$ cat config.mk
export PLATFORM = sky130hd
export DESIGN_NAME = sram_port_arb
export DESIGN_NICKNAME = d
export VERILOG_FILES = /design/src/rtl/sram_arb_pkg.sv /design/src/rtl/sram_arb_rr2.sv /design/src/rtl/sram_port_arb.sv
export SDC_FILE = /design/constraint.sdc
export NUM_CORES = 1
export LEC_CHECK = 0
export ABC_CLOCK_PERIOD_IN_PS = 2380
export BUFFER_PORTS_ARGS = -buffer_cell sky130_fd_sc_hd__buf_2
export CAP_MARGIN = 5
export CORE_AREA = 2 2 343 345
export DETAILED_ROUTE_END_ITERATION = 7
export DIE_AREA = 0 0 345 347
export GPL_TIMING_DRIVEN = 0
export PLACE_DENSITY = 0.3
export SYNTH_ARGS = -nofsm -noshare
export SYNTH_HDL_FRONTEND = slang
export SYNTH_SLANG_ARGS = --single-unit
$ cat constraint.sdc
create_clock -name clk -period 2.38 [get_ports clk]
set_clock_uncertainty 0.15 [all_clocks]
set_input_delay 0.476 -clock clk [delete_from_list [all_inputs] [get_ports clk]]
set_output_delay 0.476 -clock clk [all_outputs]
set_load 0.05 [all_outputs]
$ cat src/rtl/sram_arb_pkg.sv
`default_nettype none
// ============================================================================
// Module  : sram_arb_pkg
// Purpose : Shared types and helpers for the two-requester SRAM port arbiter.
// Revision: 1.0 - initial release
// ============================================================================
package sram_arb_pkg;

  // Arbiter ownership states: free, or locked to one requester mid-burst
  typedef enum logic [1:0] {
    IDLE = 2'd0,
    OWN0 = 2'd1,
    OWN1 = 2'd2
  } arb_state_t;

  // Requester index (0 = AXI datapath, 1 = backdoor load/debug engine)
  typedef logic req_idx_t;

  // Byte-lane count of an SRAM row
  function automatic int strb_w(input int data_w);
    return data_w / 8;
  endfunction

endpackage
`default_nettype wire

$ cat src/rtl/sram_arb_rr2.sv
`default_nettype none
// ============================================================================
// Module  : sram_arb_rr2
// Purpose : Two-way round-robin picker. Produces a one-hot winner from the
//           request pair; the pointer breaks ties only.
// Revision: 1.0 - initial release
// ============================================================================
module sram_arb_rr2
  import sram_arb_pkg::*;
(
  input  logic [1:0] req,
  input  req_idx_t   ptr,
  output logic [1:0] win
);

  // Single requester always wins; on contention the pointer side wins
  always_comb begin
    win = 2'b00;
    case (req)
      2'b01:   win = 2'b01;
      2'b10:   win = 2'b10;
      2'b11:   win = ptr ? 2'b10 : 2'b01;
      default: win = 2'b00;
    endcase
  end

endmodule
`default_nettype wire

$ cat src/rtl/sram_port_arb.sv
`default_nettype none
// ============================================================================
// Module  : sram_port_arb
// Purpose : Shares one single-port 128-bit SRAM between two requesters with
//           per-beat grants, burst locking until a last beat, round-robin
//           between bursts and a watchdog that frees a stalled lock owner.
//           SRAM controls follow the active-low spsram macro convention.
// Revision: 1.0 - initial release
// ============================================================================
module sram_port_arb
  import sram_arb_pkg::*;
#(
  parameter int ADDR_W  = 16,
  parameter int DATA_W  = 128,
  parameter int LOCK_TO = 64
) (
  input  logic                      clk,
  input  logic                      rst_b,
  // requester 0
  input  logic                      m0_req,
  input  logic                      m0_last,
  input  logic [ADDR_W-1:0]         m0_addr,
  input  logic                      m0_wen,
  input  logic [strb_w(DATA_W)-1:0] m0_wstrb,
  input  logic [DATA_W-1:0]         m0_wdata,
  output logic                      m0_gnt,
  output logic                      m0_rvld,
  output logic [DATA_W-1:0]         m0_rdata,
  // requester 1
  input  logic                      m1_req,
  input  logic                      m1_last,
  input  logic [ADDR_W-1:0]         m1_addr,
  input  logic                      m1_wen,
  input  logic [strb_w(DATA_W)-1:0] m1_wstrb,
  input  logic [DATA_W-1:0]         m1_wdata,
  output logic                      m1_gnt,
  output logic                      m1_rvld,
  output logic [DATA_W-1:0]         m1_rdata,
  // SRAM macro
  output logic                      ram_cen,
  output logic                      ram_gwen,
  output logic [strb_w(DATA_W)-1:0] ram_wen,
  output logic [ADDR_W-1:0]         ram_addr,
  output logic [DATA_W-1:0]         ram_din,
  input  logic [DATA_W-1:0]         ram_dout,
  // status
  output logic                      lock_err
);

  localparam int STRB_W = strb_w(DATA_W);
  localparam int CNT_W  = $clog2(LOCK_TO);
  // Last idle count before release: the release edge is the LOCK_TO-th idle cycle
  localparam logic [CNT_W-1:0] WD_LAST = CNT_W'(LOCK_TO - 1);

  arb_state_t        state;
  req_idx_t          rr_ptr;
  logic [CNT_W-1:0]  wd_cnt;
  logic [1:0]        pick;
  logic              any_gnt;
  logic              win_last;
  logic              win_wen;
  logic [STRB_W-1:0] win_strb;

  sram_arb_rr2 u_rr2 (
    .req (ramp_req()),
    .ptr (rr_ptr),
    .win (pick)
  );

  function automatic logic [1:0] ramp_req();
    return {m1_req, m0_req};
  endfunction

  // Grant: free arbitration in IDLE, otherwise only the lock owner may proceed
  always_comb begin
    m0_gnt = 1'b0;
    m1_gnt = 1'b0;
    case (state)
      IDLE: begin
        m0_gnt = pick[0];
        m1_gnt = pick[1];
      end
      OWN0:    m0_gnt = m0_req;
      OWN1:    m1_gnt = m1_req;
      default: ;
    endcase
  end

  // Winner attributes; m0 is the default leg so idle SRAM inputs follow m0
  always_comb begin
    any_gnt  = m0_gnt | m1_gnt;
    win_last = m1_gnt ? m1_last  : m0_last;
    win_wen  = m1_gnt ? m1_wen   : m0_wen;
    win_strb = m1_gnt ? m1_wstrb : m0_wstrb;
    ram_addr = m1_gnt ? m1_addr  : m0_addr;
    ram_din  = m1_gnt ? m1_wdata : m0_wdata;
  end

  // Active-low SRAM strobes; a zero-strobe write still pulses gwen
  always_comb begin
    ram_cen  = ~any_gnt;
    ram_gwen = ~(any_gnt & win_wen);
    ram_wen  = (any_gnt & win_wen) ? ~win_strb : {STRB_W{1'b1}};
  end

  assign m0_rdata = ram_dout;
  assign m1_rdata = ram_dout;

  // Ownership FSM with round-robin pointer, lock watchdog and read-valid flops
  always_ff @(posedge clk or negedge rst_b) begin
    if (!rst_b) begin
      state    <= IDLE;
      rr_ptr   <= 1'b0;
      wd_cnt   <= '0;
      lock_err <= 1'b0;
      m0_rvld  <= 1'b0;
      m1_rvld  <= 1'b0;
    end else begin
      lock_err <= 1'b0;
      m0_rvld  <= m0_gnt & ~m0_wen;
      m1_rvld  <= m1_gnt & ~m1_wen;
      case (state)
        IDLE: begin
          wd_cnt <= '0;
          if (any_gnt) begin
            if (win_last) begin
              // single-beat burst: hand priority to the other side
              rr_ptr <= m0_gnt;
            end else begin
              state <= m1_gnt ? OWN1 : OWN0;
            end
          end
        end
        OWN0: begin
          if (m0_req) begin
            wd_cnt <= '0;
            if (m0_last) begin
              state  <= IDLE;
              rr_ptr <= 1'b1;
            end
          end else if (wd_cnt == WD_LAST) begin
            state    <= IDLE;
            rr_ptr   <= 1'b1;
            lock_err <= 1'b1;
            wd_cnt   <= '0;
          end else begin
            wd_cnt <= wd_cnt + 1'b1;
          end
        end
        OWN1: begin
          if (m1_req) begin
            wd_cnt <= '0;
            if (m1_last) begin
              state  <= IDLE;
              rr_ptr <= 1'b0;
            end
          end else if (wd_cnt == WD_LAST) begin
            state    <= IDLE;
            rr_ptr   <= 1'b0;
            lock_err <= 1'b1;
            wd_cnt   <= '0;
          end else begin
            wd_cnt <= wd_cnt + 1'b1;
          end
        end
        default: begin
          state  <= IDLE;
          wd_cnt <= '0;
        end
      endcase
    end
  end

endmodule
`default_nettype wire

==> results.md <==
- Yosys Warn Count: 0
- Crit path launch type: register
- Final setup viols: 163
- Main combinational cell family by area after synthesis: buffers and inverters
- Die Ht: 347 µm
- Fmax: around 350 MHz
- Area grow syn2layout: 261%
- Layout Utilization: 0.146
- Fin Setup TNS: -59.73 ns
- DRT antenna net count: 0
- Req. time, crit path: 1.75 ns
- Lkg Pwr: 8.78 nW
- WL per Instance: between 20 and 25 µm
- Placement Cell Area: 0.0106 mm²
- CP cell instances: inv_2 > ha_4 > a21o_4 > nand2_8 > clkinv_8 > buf_16 > clkbuf_16 > buf_12 > nand2_2 > nand2_2 > buf_6
- Post-synthesis simple-gate area fraction: 0.401
- Residual DRC count: 0
- Clock transition at path regs: approximately 0.05 ns
- Hold path depth: 2
- MaxCap Viol Count: 0
- Dpl ws: -1.32 ns
- CP delay by family, top: buffers and inverters
- TritonCTS Sinks: 12
- Max clock buf depth: 2
- Unique cell type count in the Yosys netlist: 32
- RR Startpoint: state[1]
- CP max-delay cell: dfrtp_1
- Mapped Cells: between 800 and 900
- WP depth: 11
- EDFF count, synth: 0
- Io pins: 879
- Worst EP arrival: 2.19 ns
- CP Capture Type: output port
- Mux cell area share after synthesis: 0.00453
- XOR/XNOR share of the synthesized area: 0.00747
- Biggest cell delay along the critical path: ~0.4 ns
- Placed Instances: 3122
- FP Rows: 125
- Vias in the first global route: about 8200
- Hold_sp: m0_wen
- CTS tree: built
- Largest net degree at the start of global routing: 13
- Final net count: roughly 2100
- Gr ovfl total: 0
- Die area: roughly 0.12 mm²
- Port bufs: approximately 750
- Register area share after synthesis: 0.0640
- RSZ-0062 raised after global routing: yes
- Vias/cell: about 2.6
- Initial Util: 0.0405
- Post-Syn Area per Cell: 5.53 µm²
- CP most frequent cell: nand2_2
- WHS: 0.280 ns
- R2R setup slack: approximately 0.12 ns
- Final setup margin: -0.439 ns
- Synth Register Bits: 12
- Vias: approximately 8400
- Period utilization: 1.18
- Placeable Area: 0.116 mm²
- Asr flop ratio synth: 1.00
- Worst min-delay path class: input pin to register
- Final cell count without fillers: 3194
- Post-Syn Area: ~0.0047 mm²
- Worst Setup EP: ram_din[76]
- Number of iterations in the first detailed-routing pass: 7
- CTS buffer count: 3
- CP max FO: 5
- Worst-margin pin slew: between 0.4 and 0.5 ns
- Adder-cell share of the synthesized area: 0.0160
- Layout cells sized above 1: 0.894
- DPL Wire Length: ~70000 µm
- Final Max Slew Viols: 0
- Die width: approximately 350 µm
- Setup CP Type: register to output port
- Design area: between 0.015 and 0.02 mm²
- Failing checks: negative setup slack
- Root Buffer: clkbuf_16
- Initial antenna violation count: 21
- Final Hold Violating Endpoints: 0
- VDD IR max: ~400 µV
- Status: finished, violations left
- GRT Util Overall: 0.122
- Post-synth net total: 1311
- Slew HR: 0.673
- Gpl congestion: a little over 0.9
- Compound-Gate Fraction of Synth Area: 0.0517
- CP bufs+invs: 6
- Detailed Route WL: 79100 µm
- Clock Latency Late Sink: ~0.24 ns
- Power Total: 15.8 mW
- First-pass GRT wire length: roughly 95000 µm
- R2r worst-path depth: 12
- Dominant synthesized flop cell: dfrtp_1
- PD cells: roughly 930 mW/mm²
- Final worst path period need: 2.82 ns
- FF-to-FF End: state[0]
- Clock H-tree levels: 1
- Worst Setup SP: state[1]
- DRT iter0 DRCs: around 250
synth_stat cells (all sizes together), types with 3 or more instances:
cell type,n,area (µm²)
nand2,471,1780
buf,284,2080
a21o,19,143
dfrtp,12,300
nor2,11,41.3
clkbuf,9,33.8
ha,6,75.1
inv,6,22.5
o21ai,5,25.0
a21oi,3,15.0
nand3,3,15.0
xnor2,3,26.3
state kept, by name, indices dropped and copies added (netlist names):
signal / cells
lock_err: 1
m0_rvld: 1
m1_rvld: 1
rr_ptr: 1
state: 2
wd_cnt: 6
repair_timing:
action	4_1_cts	5_1_grt
cloned	18	9
buffers inserted	24	12
gates resized for setup	862	493
endpoints found under the setup margin	166	165
hold buffers	1	0
pin swaps	70	177
hold endpoints to repair	12	0
worst min path at each step:
stage,endpoint
6_report,m0_rvld
5_1_grt,m0_rvld
4_1_cts,m0_rvld
3_5_place_dp,lock_err
3_3_place_gp,lock_err
2_1_floorplan,lock_err
per-layer routing:
metal | wire length, µm | share of wire | vias up | global-route usage
met5 | 127 | 0.0016 | - | 0
met4 | 720 | 0.0091 | 16 | 0.00618
met3 | 5460 | 0.069 | 49 | 0.0283
met2 | 39300 | 0.50 | 493 | 0.216
met1 | 33600 | 0.42 | 3829 | 0.157
li1 | - | - | 3966 | -
placed cells by master (no fill, tap or decap), types with 2 or more instances in the layout:
| cell | synthesis | routed |
|---|---|---|
| nand2_1 | 470 | 118 |
| a21o_4 | 0 | 13 |
| nand2_2 | 0 | 77 |
| xnor2_1 | 3 | 3 |
| and3_1 | 2 | 2 |
| a21oi_1 | 3 | 2 |
| buf_6 | 3 | 7 |
| a21o_2 | 0 | 2 |
| o21ai_0 | 4 | 4 |
| nand2_8 | 0 | 26 |
| buf_12 | 0 | 133 |
| nand3_1 | 3 | 3 |
| a21o_1 | 19 | 4 |
| inv_2 | 1 | 2 |
| diode_2 | 0 | 6 |
| buf_8 | 0 | 68 |
| dfrtp_1 | 12 | 12 |
| buf_4 | 256 | 271 |
| ha_4 | 0 | 2 |
| buf_2 | 25 | 586 |
| ha_1 | 6 | 3 |
| clkbuf_4 | 0 | 2 |
| nor2_1 | 11 | 10 |
| clkbuf_16 | 0 | 15 |
| clkbuf_8 | 0 | 3 |
| buf_16 | 0 | 22 |
| nand2_4 | 1 | 250 |
| inv_1 | 5 | 3 |
where the power goes:
group | internal, mW | leakage [nW] | total [mW] | switching (mW)
clock | 0.254 | 0.0442 | 0.346 | 0.0916
sequential | 0.234 | 0.164 | 0.259 | 0.0252
combinational | 6.18 | 8.58 | 15.2 | 9.01
cell families (layout without fill, tap and decap cells):
logic type               count (synthesis)  count (layout)
AO/OA/AOI/OAI                           33              33
other                                    0               6
XOR/XNOR                                 4               4
adder cells (fa/ha/maj)                  6               6
multiplexers                             2               2
buffers and inverters                  299            1114
flip-flops                              12              12
AND/OR/NAND/NOR                        493             493
final cells by class:
class                      count  area, µm²
clock buffer                   4       88.8
sequential                    12        300
tap                         1524       1910
buffer                       292       2620
fill                       13300      98800
multi-input combinational    538       4910
timing repair buffer         812       7070
antenna                        6       15.0
inverter                       6       35.0
(Power assumes the default switching activity.)
